**config.mk**
```make
export PLATFORM = sky130hd
export DESIGN_NAME = regfile_xfer_arbiter
export DESIGN_NICKNAME = d
export VERILOG_FILES = /design/src/rtl/regfile_pkg.sv /design/src/rtl/regfile_xfer_arbiter_rr_arbiter.sv /design/src/rtl/regfile_xfer_arbiter.sv
export SDC_FILE = /design/constraint.sdc
export NUM_CORES = 1
export LEC_CHECK = 0
export ABC_CLOCK_PERIOD_IN_PS = 2100
export CORE_MARGIN = 10
export CORE_UTILIZATION = 43
export DETAILED_ROUTE_END_ITERATION = 12
export PLACE_DENSITY = 0.81
export SLEW_MARGIN = 25
export SYNTH_ARGS = -nofsm -noshare
export SYNTH_HDL_FRONTEND = slang
export SYNTH_HIERARCHICAL = 1
export SYNTH_SLANG_ARGS = --single-unit
```
**constraint.sdc**
```tcl
create_clock -name clk -period 2.1 [get_ports clk]
set_clock_uncertainty 0.05 [all_clocks]
set_input_delay 0.21 -clock clk [delete_from_list [all_inputs] [get_ports clk]]
set_output_delay 0.21 -clock clk [all_outputs]
set_load 0.01 [all_outputs]
```
**src/rtl/regfile_pkg.sv**
```systemverilog
// Shared constants for the register-file transfer arbiter: register map,
// transfer op encoding and sequencer states.
package regfile_pkg;

    localparam int REG_R      = 0;
    localparam int REG_ROW    = 1;
    localparam int REG_CAT    = 2;
    localparam int REG_CB     = 3;
    localparam int REG_RNOW   = 4;
    localparam int REG_CATNOW = 5;
    localparam int REG_CBNOW  = 6;
    localparam int REG_ALPHAP = 7;
    localparam int REG_BETAP  = 8;
    localparam int REG_GAMMAP = 9;
    localparam int REG_TOTAL  = 10;

    typedef enum logic [1:0] {
        OP_MOVE  = 2'd0,
        OP_LOAD  = 2'd1,
        OP_STORE = 2'd2,
        OP_RSVD  = 2'd3
    } op_e;

    typedef enum logic [2:0] {
        S_IDLE,
        S_GRANT,
        S_READ,
        S_WRITE,
        S_RESP
    } state_e;

endpackage

```
**src/rtl/regfile_xfer_arbiter_rr_arbiter.sv**
```systemverilog
// Requester arbiter: round-robin when RR_ARB_EN is defined,
// otherwise fixed priority with the lowest index winning.
module rr_arbiter
    import regfile_pkg::*;
#(
    parameter int NUM_REQ = 2
) (
    input  logic                       clk,
    input  logic                       reset,
    input  logic [NUM_REQ-1:0]         req,
    input  logic                       advance,
    output logic [NUM_REQ-1:0]         grant,
    output logic [$clog2(NUM_REQ)-1:0] id
);

    localparam int ID_W = $clog2(NUM_REQ);

    logic            found;
    logic [ID_W-1:0] k;

`ifdef RR_ARB_EN
    logic [ID_W-1:0] ptr;

    always_ff @(posedge clk or posedge reset) begin
        if (reset)
            ptr <= '0;
        else if (advance)
            ptr <= id;
    end

    // Search begins just past the last winner
    always_comb begin
        grant = '0;
        id    = '0;
        found = 1'b0;
        k     = '0;
        for (int i = 1; i <= NUM_REQ; i++) begin
            k = ID_W'((int'(ptr) + i) % NUM_REQ);
            if (!found && req[k]) begin
                found    = 1'b1;
                grant[k] = 1'b1;
                id       = k;
            end
        end
    end
`else
    logic unused_rr;
    assign unused_rr = ^{clk, reset, advance};

    always_comb begin
        grant = '0;
        id    = '0;
        found = 1'b0;
        k     = '0;
        for (int i = 0; i < NUM_REQ; i++) begin
            k = ID_W'(i);
            if (!found && req[k]) begin
                found    = 1'b1;
                grant[k] = 1'b1;
                id       = k;
            end
        end
    end
`endif

endmodule

```
**src/rtl/regfile_xfer_arbiter.sv**
```systemverilog
// Multi-requester transfer sequencer for the 11-entry register file.
// Arbitration policy selected by RR_ARB_EN (see rr_arbiter).
module regfile_xfer_arbiter
    import regfile_pkg::*;
#(
    parameter int NUM_REQ   = 2,
    parameter int REG_COUNT = 11,
    parameter int REG_WIDTH = 12,
    parameter int IDX_W     = 4
) (
    input  logic                         clk,
    input  logic                         reset,
    input  logic [NUM_REQ-1:0]           req_valid,
    output logic [NUM_REQ-1:0]           req_ready,
    input  logic [2*NUM_REQ-1:0]         req_op,
    input  logic [IDX_W*NUM_REQ-1:0]     req_src,
    input  logic [IDX_W*NUM_REQ-1:0]     req_dst,
    input  logic [REG_WIDTH*NUM_REQ-1:0] req_imm,
    output logic [NUM_REQ-1:0]           rsp_valid,
    output logic                         rsp_err,
    output logic [REG_WIDTH-1:0]         rsp_data,
    output logic [REG_COUNT-1:0]         read_en,
    output logic [REG_COUNT-1:0]         write_en,
    output logic [REG_WIDTH-1:0]         datain,
    input  logic [REG_WIDTH-1:0]         dataout,
    output logic                         busy
);

    localparam int ID_W = $clog2(NUM_REQ);

    state_e               state, state_nx;
    logic [ID_W-1:0]      win_q, win_id;
    logic [NUM_REQ-1:0]   grant;
    op_e                  op_q;
    logic [IDX_W-1:0]     src_q, dst_q;
    logic [REG_WIDTH-1:0] imm_q, hold_q, datain_q;
    logic                 err_q;
    logic                 accept;
    logic                 src_bad, dst_bad, cmd_err;

    rr_arbiter #(.NUM_REQ(NUM_REQ)) u_arb (
        .clk     (clk),
        .reset   (reset),
        .req     (req_valid),
        .advance (accept),
        .grant   (grant),
        .id      (win_id)
    );

    assign accept = (state == S_IDLE) && (|req_valid) && !reset;

    // Extra bit keeps the range test correct when REG_COUNT == 2**IDX_W
    assign src_bad = {1'b0, src_q} >= (IDX_W+1)'(REG_COUNT);
    assign dst_bad = {1'b0, dst_q} >= (IDX_W+1)'(REG_COUNT);
    assign cmd_err = (op_q == OP_RSVD)
                   || (op_q != OP_LOAD && src_bad)
                   || (op_q != OP_STORE && dst_bad);

    always_ff @(posedge clk or posedge reset) begin
        if (reset) begin
            state    <= S_IDLE;
            win_q    <= '0;
            op_q     <= OP_MOVE;
            src_q    <= '0;
            dst_q    <= '0;
            imm_q    <= '0;
            hold_q   <= '0;
            datain_q <= '0;
            err_q    <= 1'b0;
        end else begin
            state <= state_nx;
            if (accept) begin
                win_q <= win_id;
                op_q  <= op_e'(req_op[int'(win_id)*2 +: 2]);
                src_q <= req_src[int'(win_id)*IDX_W +: IDX_W];
                dst_q <= req_dst[int'(win_id)*IDX_W +: IDX_W];
                imm_q <= req_imm[int'(win_id)*REG_WIDTH +: REG_WIDTH];
                err_q <= 1'b0;
            end
            if (state == S_GRANT) begin
                if (cmd_err)
                    err_q <= 1'b1;
                else if (op_q == OP_LOAD)
                    hold_q <= imm_q;
            end
            if (state == S_READ)
                hold_q <= dataout;
            if (state == S_WRITE)
                datain_q <= hold_q;
        end
    end

    always_comb begin
        state_nx  = state;
        req_ready = '0;
        rsp_valid = '0;
        rsp_err   = 1'b0;
        rsp_data  = '0;
        read_en   = '0;
        write_en  = '0;
        datain    = datain_q;
        busy      = (state != S_IDLE);
        unique case (state)
            S_IDLE: begin
                if (accept) begin
                    req_ready = grant;
                    state_nx  = S_GRANT;
                end
            end
            S_GRANT: begin
                if (cmd_err)
                    state_nx = S_RESP;
                else if (op_q == OP_LOAD)
                    state_nx = S_WRITE;
                else
                    state_nx = S_READ;
            end
            S_READ: begin
                read_en  = REG_COUNT'(1) << src_q;
                state_nx = (op_q == OP_MOVE) ? S_WRITE : S_RESP;
            end
            S_WRITE: begin
                write_en = REG_COUNT'(1) << dst_q;
                datain   = hold_q;
                state_nx = S_RESP;
            end
            S_RESP: begin
                rsp_valid = NUM_REQ'(1) << win_q;
                rsp_err   = err_q;
                rsp_data  = (err_q || op_q == OP_LOAD) ? '0 : hold_q;
                state_nx  = S_IDLE;
            end
            default: state_nx = S_IDLE;
        endcase
    end

endmodule
```
==> results.toml, run 1 <==
[pwr]
combPwrFrac_pct = 46.8
powerDensity_mw_per_mm2 = 1230
swShare_pct = 38.2
pwr-share-clk_pct = 15.7
p_leak_nw = 2.01
p_int_mw = 3.08
irDropWorstVdd_v = 0.000596
seqPwrFrac_pct = 37.5
p_sw_mw = 1.90

[worst_setup_path]
critical_path_peak_fanout = 6
worstPathArrival_ns = 1.76
path_class = "register to output pin"
required_ns = 1.84
rr_worst_depth = 5
r2r_setup_slack_ns = 0.14
worstReg2RegEnd = "win_q"
startpoint_type = "register"
r2r_start = "state[0]"
cp-end-kind = "output pin"
startpoint = "state[1]"

[synthesis]
synth_common_cells = "51 x dfrtp_1, 44 x nand2_1, 40 x nor2_1, 24 x a21oi_1, 22 x mux2i_1"
yosysWarningCount = 6
syn_area_mm2 = 0.00269
dominantRegCellSynth = "dfrtp_1"
async_reset_ff_share_pct = 100
yosysMostFrequentCell = "dfrtp_1"
synth-edff-count = 0
synth_area_leaders = "dfrtp_1 48%, mux2i_1 8.2%, nand2_1 6.2%, nor2_1 5.6%, a21oi_1 4.5%"
ys_seq_elements = 51
synth-seq-area-share_pct = 47.5
synth_top_area_cell = "dfrtp_1"
synth_cells = 291
syn_area_per_cell_um2 = 9.23
synth_top_area_share_pct = 47.5
synth_cell_types = 37
syn-num-nets = 351

[clocking]
ctsHtreeMaxLevel = 2
insertion_delay_ns = 0.29
cts_tree = "yes"
clk_transition_reported_paths_ns = 0.09
root_buffer = "clkbuf_8"
cts-buffers-inserted = 5
hold_buffers = 0
ctsLongestPathBuffers = 2
cts_sinks = 51

[grt]
grtUsageTotal_pct = 16.5
grt_pass1_vias = 2631
grt_first_pass_wirelength_um = 13500
grt_max_degree = 46
antenna_found_initial = 0
grt.overflow.total = 0

[placement]
pre_cts_ws_ns = -0.0781
hpwlAfterDp_um = 6400
io_buffers = 111
placed_area_mm2 = 0.00393
dpl.cell_count = 475
place_congestion = 0.832

[timing]
finalCriticalPeriod_ns = 2.02
slew_headroom_pct = 65.5
final-setup-viol-count = 0
hold_viol_final = 0
tns_ns = 0
period_share_pct = 96.2
worst_slew_pin_slew_ns = 0.516
slew_violations = 0
max_freq_ghz = 0.495
worst_slack_ns = 0.0793

[layout]
diodes = 0
areaGrowthSynthToFinish_pct = 50.7
drive_gt1_share_pct = 21.4
fillers = 497
nets = 475
fin_cells = 491
finish.instance_area_mm2 = 0.00405

[run_status]
outcome = "finished clean"

[routing]
drcViolationCount = 0
totalWireLength_um = 8450
antenna_left = 0
vias = 2574
routedWlPerCell_um = 17.2
drt_iter0_drc = 145
vias_per_cell = 5.24
first_pass_iters = 4

[floorplanning]
num_rows = 28
die_area_mm2 = 0.00980
fp.dieH_um = 99.0
start_util_pct = 44.8
dieWidth_um = 99.0
boundaryPins = 112
core_area_mm2 = 0.00599

[hold_path]
min_path_type = "input port to async pin"

[flow_run]
max_cap_violations = 0
==> how the worst max path moves through the flow <==
| stage | endpoint | slack (ns) | cells after the start |
|---|---|---|---|
| 6_report | rsp_data[2] | 0.08 | 8 |
| 3_3_place_gp | read_en[0] | -0.03 | 4 |
| 5_1_grt | rsp_data[10] | -0.01 | 8 |
| 4_1_cts | read_en[4] | -0.25 | 6 |
| 2_1_floorplan | read_en[0] | 0.34 | 4 |
| 3_5_place_dp | rsp_data[2] | -0.08 | 7 |
==> metrics by stage <==
stage | power, mW | hold WS [ns] | utilization (%)
detailed placement | 4.14 | 0.411 | 65.6
global route | 5.34 | 0.247 | 67.5
global placement | 4.07 | 0.405 | 65.6
floorplan | 3.13 | 0.306 | -
finish | 4.98 | 0.203 | 67.5
CTS | 4.92 | 0.213 | 68.1
==> cell usage in the layout (no fill, tap or decap), types with 2 or more instances in the layout <==
master / count
clkdlybuf4s50_1: 61
a2bb2oi_1: 2
nand2b_1: 8
nor3_2: 2
nand3_1: 3
nand2_1: 43
nor3_1: 6
a21oi_1: 24
clkbuf_8: 5
bufinv_16: 2
and3_1: 14
dfrtp_1: 51
dlymetal6s2s_1: 8
mux2i_1: 22
dlygate4sd2_1: 5
nor2_1: 37
a221o_1: 12
inv_1: 2
nor2_4: 2
clkbuf_2: 24
o21ai_0: 2
or3_4: 3
buf_4: 20
and2_1: 14
buf_6: 7
buf_2: 12
nor3_4: 2
==> what timing repair did <==
action / CTS / global route
pin swaps: 3 / 4
cloned: 1 / 0
setup endpoints to repair: 50 / 45
buffers inserted: 7 / 2
resized for setup: 99 / 65
==> sequential cells by signal, summed over array words and instances, names as in the netlist <==
| name | flops |
|---|---|
| win_q | 1 |
| state | 3 |
| src_q | 4 |
| dst_q | 4 |
| imm_q | 12 |
| op_q | 2 |
| err_q | 1 |
| datain_q | 12 |
| hold_q | 12 |
==> area by class of cell <==
cell class	instances	area [µm²]	area share (%)
Clock buffer	6	72.6	1.79
Clock inverter	2	60.1	1.48
Inverter	3	11.3	0.278
Multi-Input combinational cell	215	1340	33.1
Sequential cell	51	1280	31.5
Tap cell	75	93.8	2.32
Timing Repair Buffer	139	1190	29.5
==> critical path: stages, from the launching register on <==
cell	delay, ns
dfrtp_1	0.40
buf_6	0.14
nor2_4	0.11
nand2_2	0.08
nor3b_4	0.22
buf_4	0.16
buf_6	0.11
and2_1	0.12
buf_2	0.13
==> routing by layer <==
layer	vias to the layer above	track usage [%]	part of all wire, %
li1	1252	-	-
met1	1221	20.7	44
met2	95	26.5	48
met3	6	5.66	7.6
met4	0	3.97	0.92
met5	-	0	0
==> power groups by stage <==
| stage | Combinational, mW | Sequential [mW] | Clock [mW] |
|---|---|---|---|
| finish | 2.33 | 1.87 | 0.784 |
| global route | 2.57 | 1.94 | 0.841 |
| CTS | 2.27 | 1.85 | 0.797 |
| detailed placement | 2.28 | 1.86 | 0 |
| global placement | 2.23 | 1.84 | 0 |
| floorplan | 1.43 | 1.71 | 0 |
==> kinds of logic (layout without fill, tap and decap cells) <==
group | count (synthesis) | in the layout | share of synthesized area, %
and+or+nand+nor | 145 | 145 | 26.7
muxes | 23 | 23 | 8.62
AOI/OAI and AO/OA | 47 | 47 | 11.9
DFF | 51 | 51 | 47.5
buffers and inverters | 25 | 150 | 5.27
Note: power is estimated with default switching activity, not from simulation.
==> run 2, diff against run 1 <==
CTS_CLUSTER_DIAMETER = 50   (was not set)
PLACE_DENSITY = 0.88   (was 0.81)
==> results.toml, run 2 (synthesis results as in run 1) <==
[timing]
worst_slew_pin_slew_ns = 0.779
finalCriticalPeriod_ns = 2.17
slew_headroom_pct = 47.9
period_share_pct = 103
hold_viol_final = 0
slew_violations = 0
whs_ns = 0.240
final-setup-viol-count = 3
rsz0062_at_grt = "true"
worst_slack_ns = -0.0666
max_freq_ghz = 0.462
tns_ns = -0.0895

[clocking]
root_buffer = "clkbuf_8"
cts_tree = "yes"
clk_transition_reported_paths_ns = 0.09
cts_sinks = 51
ctsLongestPathBuffers = 2
hold_buffers = 0
ctsHtreeMaxLevel = 2
insertion_delay_ns = 0.30
cts-buffers-inserted = 5

[floorplanning]
fp.dieH_um = 99.0
die_area_mm2 = 0.00980
dieWidth_um = 99.0
num_rows = 28
start_util_pct = 44.8
boundaryPins = 112
core_area_mm2 = 0.00599

[worst_setup_path]
path_class = "register to output pin"
slowest_stage = "dfrtp_1"
cp-end-kind = "output pin"
rr_worst_depth = 6
startpoint_type = "register"
required_ns = 1.84
crit_family = "simple AND/OR/NAND/NOR gates"
crit_path_max_incr_delay_ns = 0.41
endpoint = "read_en[0]"
worstReg2RegEnd = "win_q"
worstPathArrival_ns = 1.91
startpoint = "state[0]"
critical_path_peak_fanout = 4
r2r_setup_slack_ns = 0.09
critical_path_depth = 5
r2r_start = "state[0]"
crit_chain = "buf_6 > or3b_4 > or3_4 > nor3_2 > buf_2"
path_buf_inv = 2

[routing]
routedWlPerCell_um = 17.8
drcViolationCount = 0
drt_iter0_drc = 118
vias = 2597
first_pass_iters = 4
vias_per_cell = 5.24
antenna_left = 0
totalWireLength_um = 8810

[hold_path]
min_path_type = "input port to async pin"

[pwr]
powerDensity_mw_per_mm2 = 1230
combPwrFrac_pct = 48.7
p_sw_mw = 2.00
swShare_pct = 38.6
finalPower_mw = 5.19
irDropWorstVdd_v = 0.000606
p_int_mw = 3.19
pwr-share-clk_pct = 15.5
p_leak_nw = 2.00
seqPwrFrac_pct = 35.8

[placement]
placed_area_mm2 = 0.00392
place_congestion = 0.792
hpwlAfterDp_um = 6420
io_buffers = 111
pre_cts_ws_ns = -0.0962

[layout]
fillers = 472
diodes = 0
final_cell_mix = "62 x clkdlybuf4s50_1, 51 x dfrtp_1, 42 x nand2_1, 31 x nor2_1"
finish.instance_area_mm2 = 0.00421
areaGrowthSynthToFinish_pct = 56.8
largest_registers = "datain_q x12, hold_q x12, imm_q x12"
drive_gt1_share_pct = 27.8
nets = 480
final_common_cell = "clkdlybuf4s50_1"

[grt]
grtUsageTotal_pct = 17.0
grt_pass1_vias = 2775
grtUsageMet3_pct = 5.52
grt.overflow.total = 0
gr-max-usage-layer = "met2"
use_met2_pct = 28.8
grt_first_pass_wirelength_um = 13900
met1_usage_pct = 19.9
antenna_found_initial = 0
grt_max_degree = 52

[flow_run]
max_cap_violations = 0

[run_status]
violations = "setup timing"
outcome = "complete, but fails checks"
run 2: changes by cell type in the layout (fill, tap and decap cells not counted), moves of 2 or more:
cell and change:
buf_4 -3, buf_2 -3, and2_1 -9, dlymetal6s2s_1 -3
nor2_2 +5, clkdlybuf4s15_1 +2, dlygate4sd2_1 -3, clkbuf_2 -2
and2_4 +9, nor3_1 -2, nor3_2 +2, buf_6 +17
nor2_1 -6
run 2: stage by stage:
stage | std cells | utilization (%)
finish | 496 | 70.3
global route | 496 | 70.3
CTS | 490 | 68.9
detailed placement | 473 | 65.4
global placement | 473 | 65.4
floorplan | 291 | -
run 2: power by group through the flow:
stage          Sequential [mW]  Combinational [mW]  Clock [mW]
3_5_place_dp              1.83                2.30           0
5_1_grt                   1.92                2.78       0.854
4_1_cts                   1.82                2.30       0.810
2_1_floorplan             1.71                1.43           0
6_report                  1.86                2.53       0.803
3_3_place_gp              1.80                2.22           0
run 2: worst min path at each step:
stage,from,endpoint,slack [ns],cells past startpoint
floorplan,dataout[0],hold_q[0],0.31,1
global placement,datain_q[10],datain_q[10],0.41,2
detailed placement,datain_q[9],datain_q[9],0.41,2
CTS,reset,imm_q[8],0.26,3
global route,reset,op_q[0],0.29,3
finish,reset,op_q[1],0.24,3
run 2: worst reg2reg max path, delay by kind of cell (launching register included):
kind / cells / cell delay (ns)
and+or+nand+nor: 2 / 0.52
DFF: 1 / 0.41
muxes: 1 / 0.35
buffers and inverters: 3 / 0.57
run 2: repair_timing:
| action | in CTS | in global routing |
|---|---|---|
| endpoints found under the hold margin | 0 | 0 |
| pin swaps | 1 | 5 |
| cloned | 2 | 0 |
| gates resized for setup | 93 | 122 |
| buffers inserted | 7 | 6 |
| setup endpoints to repair | 49 | 58 |
run 2: per-layer routing:
| layer | vias to the layer above | routed length (µm) |
|---|---|---|
| li1 | 1265 | - |
| met1 | 1232 | 3550 |
| met2 | 92 | 4490 |
| met3 | 8 | 679 |
| met4 | 0 | 88 |
| met5 | - | 0 |
run 2: area by class of cell:
| class | instances | area [µm²] | share of cell area [%] |
|---|---|---|---|
| inverter | 3 | 11.3 | 0.267 |
| clock inverter | 3 | 67.6 | 1.60 |
| sequential | 51 | 1280 | 30.3 |
| timing repair buffer | 144 | 1290 | 30.7 |
| tap | 75 | 93.8 | 2.23 |
| clock buffer | 5 | 68.8 | 1.63 |
| multi-input combinational | 215 | 1400 | 33.2 |
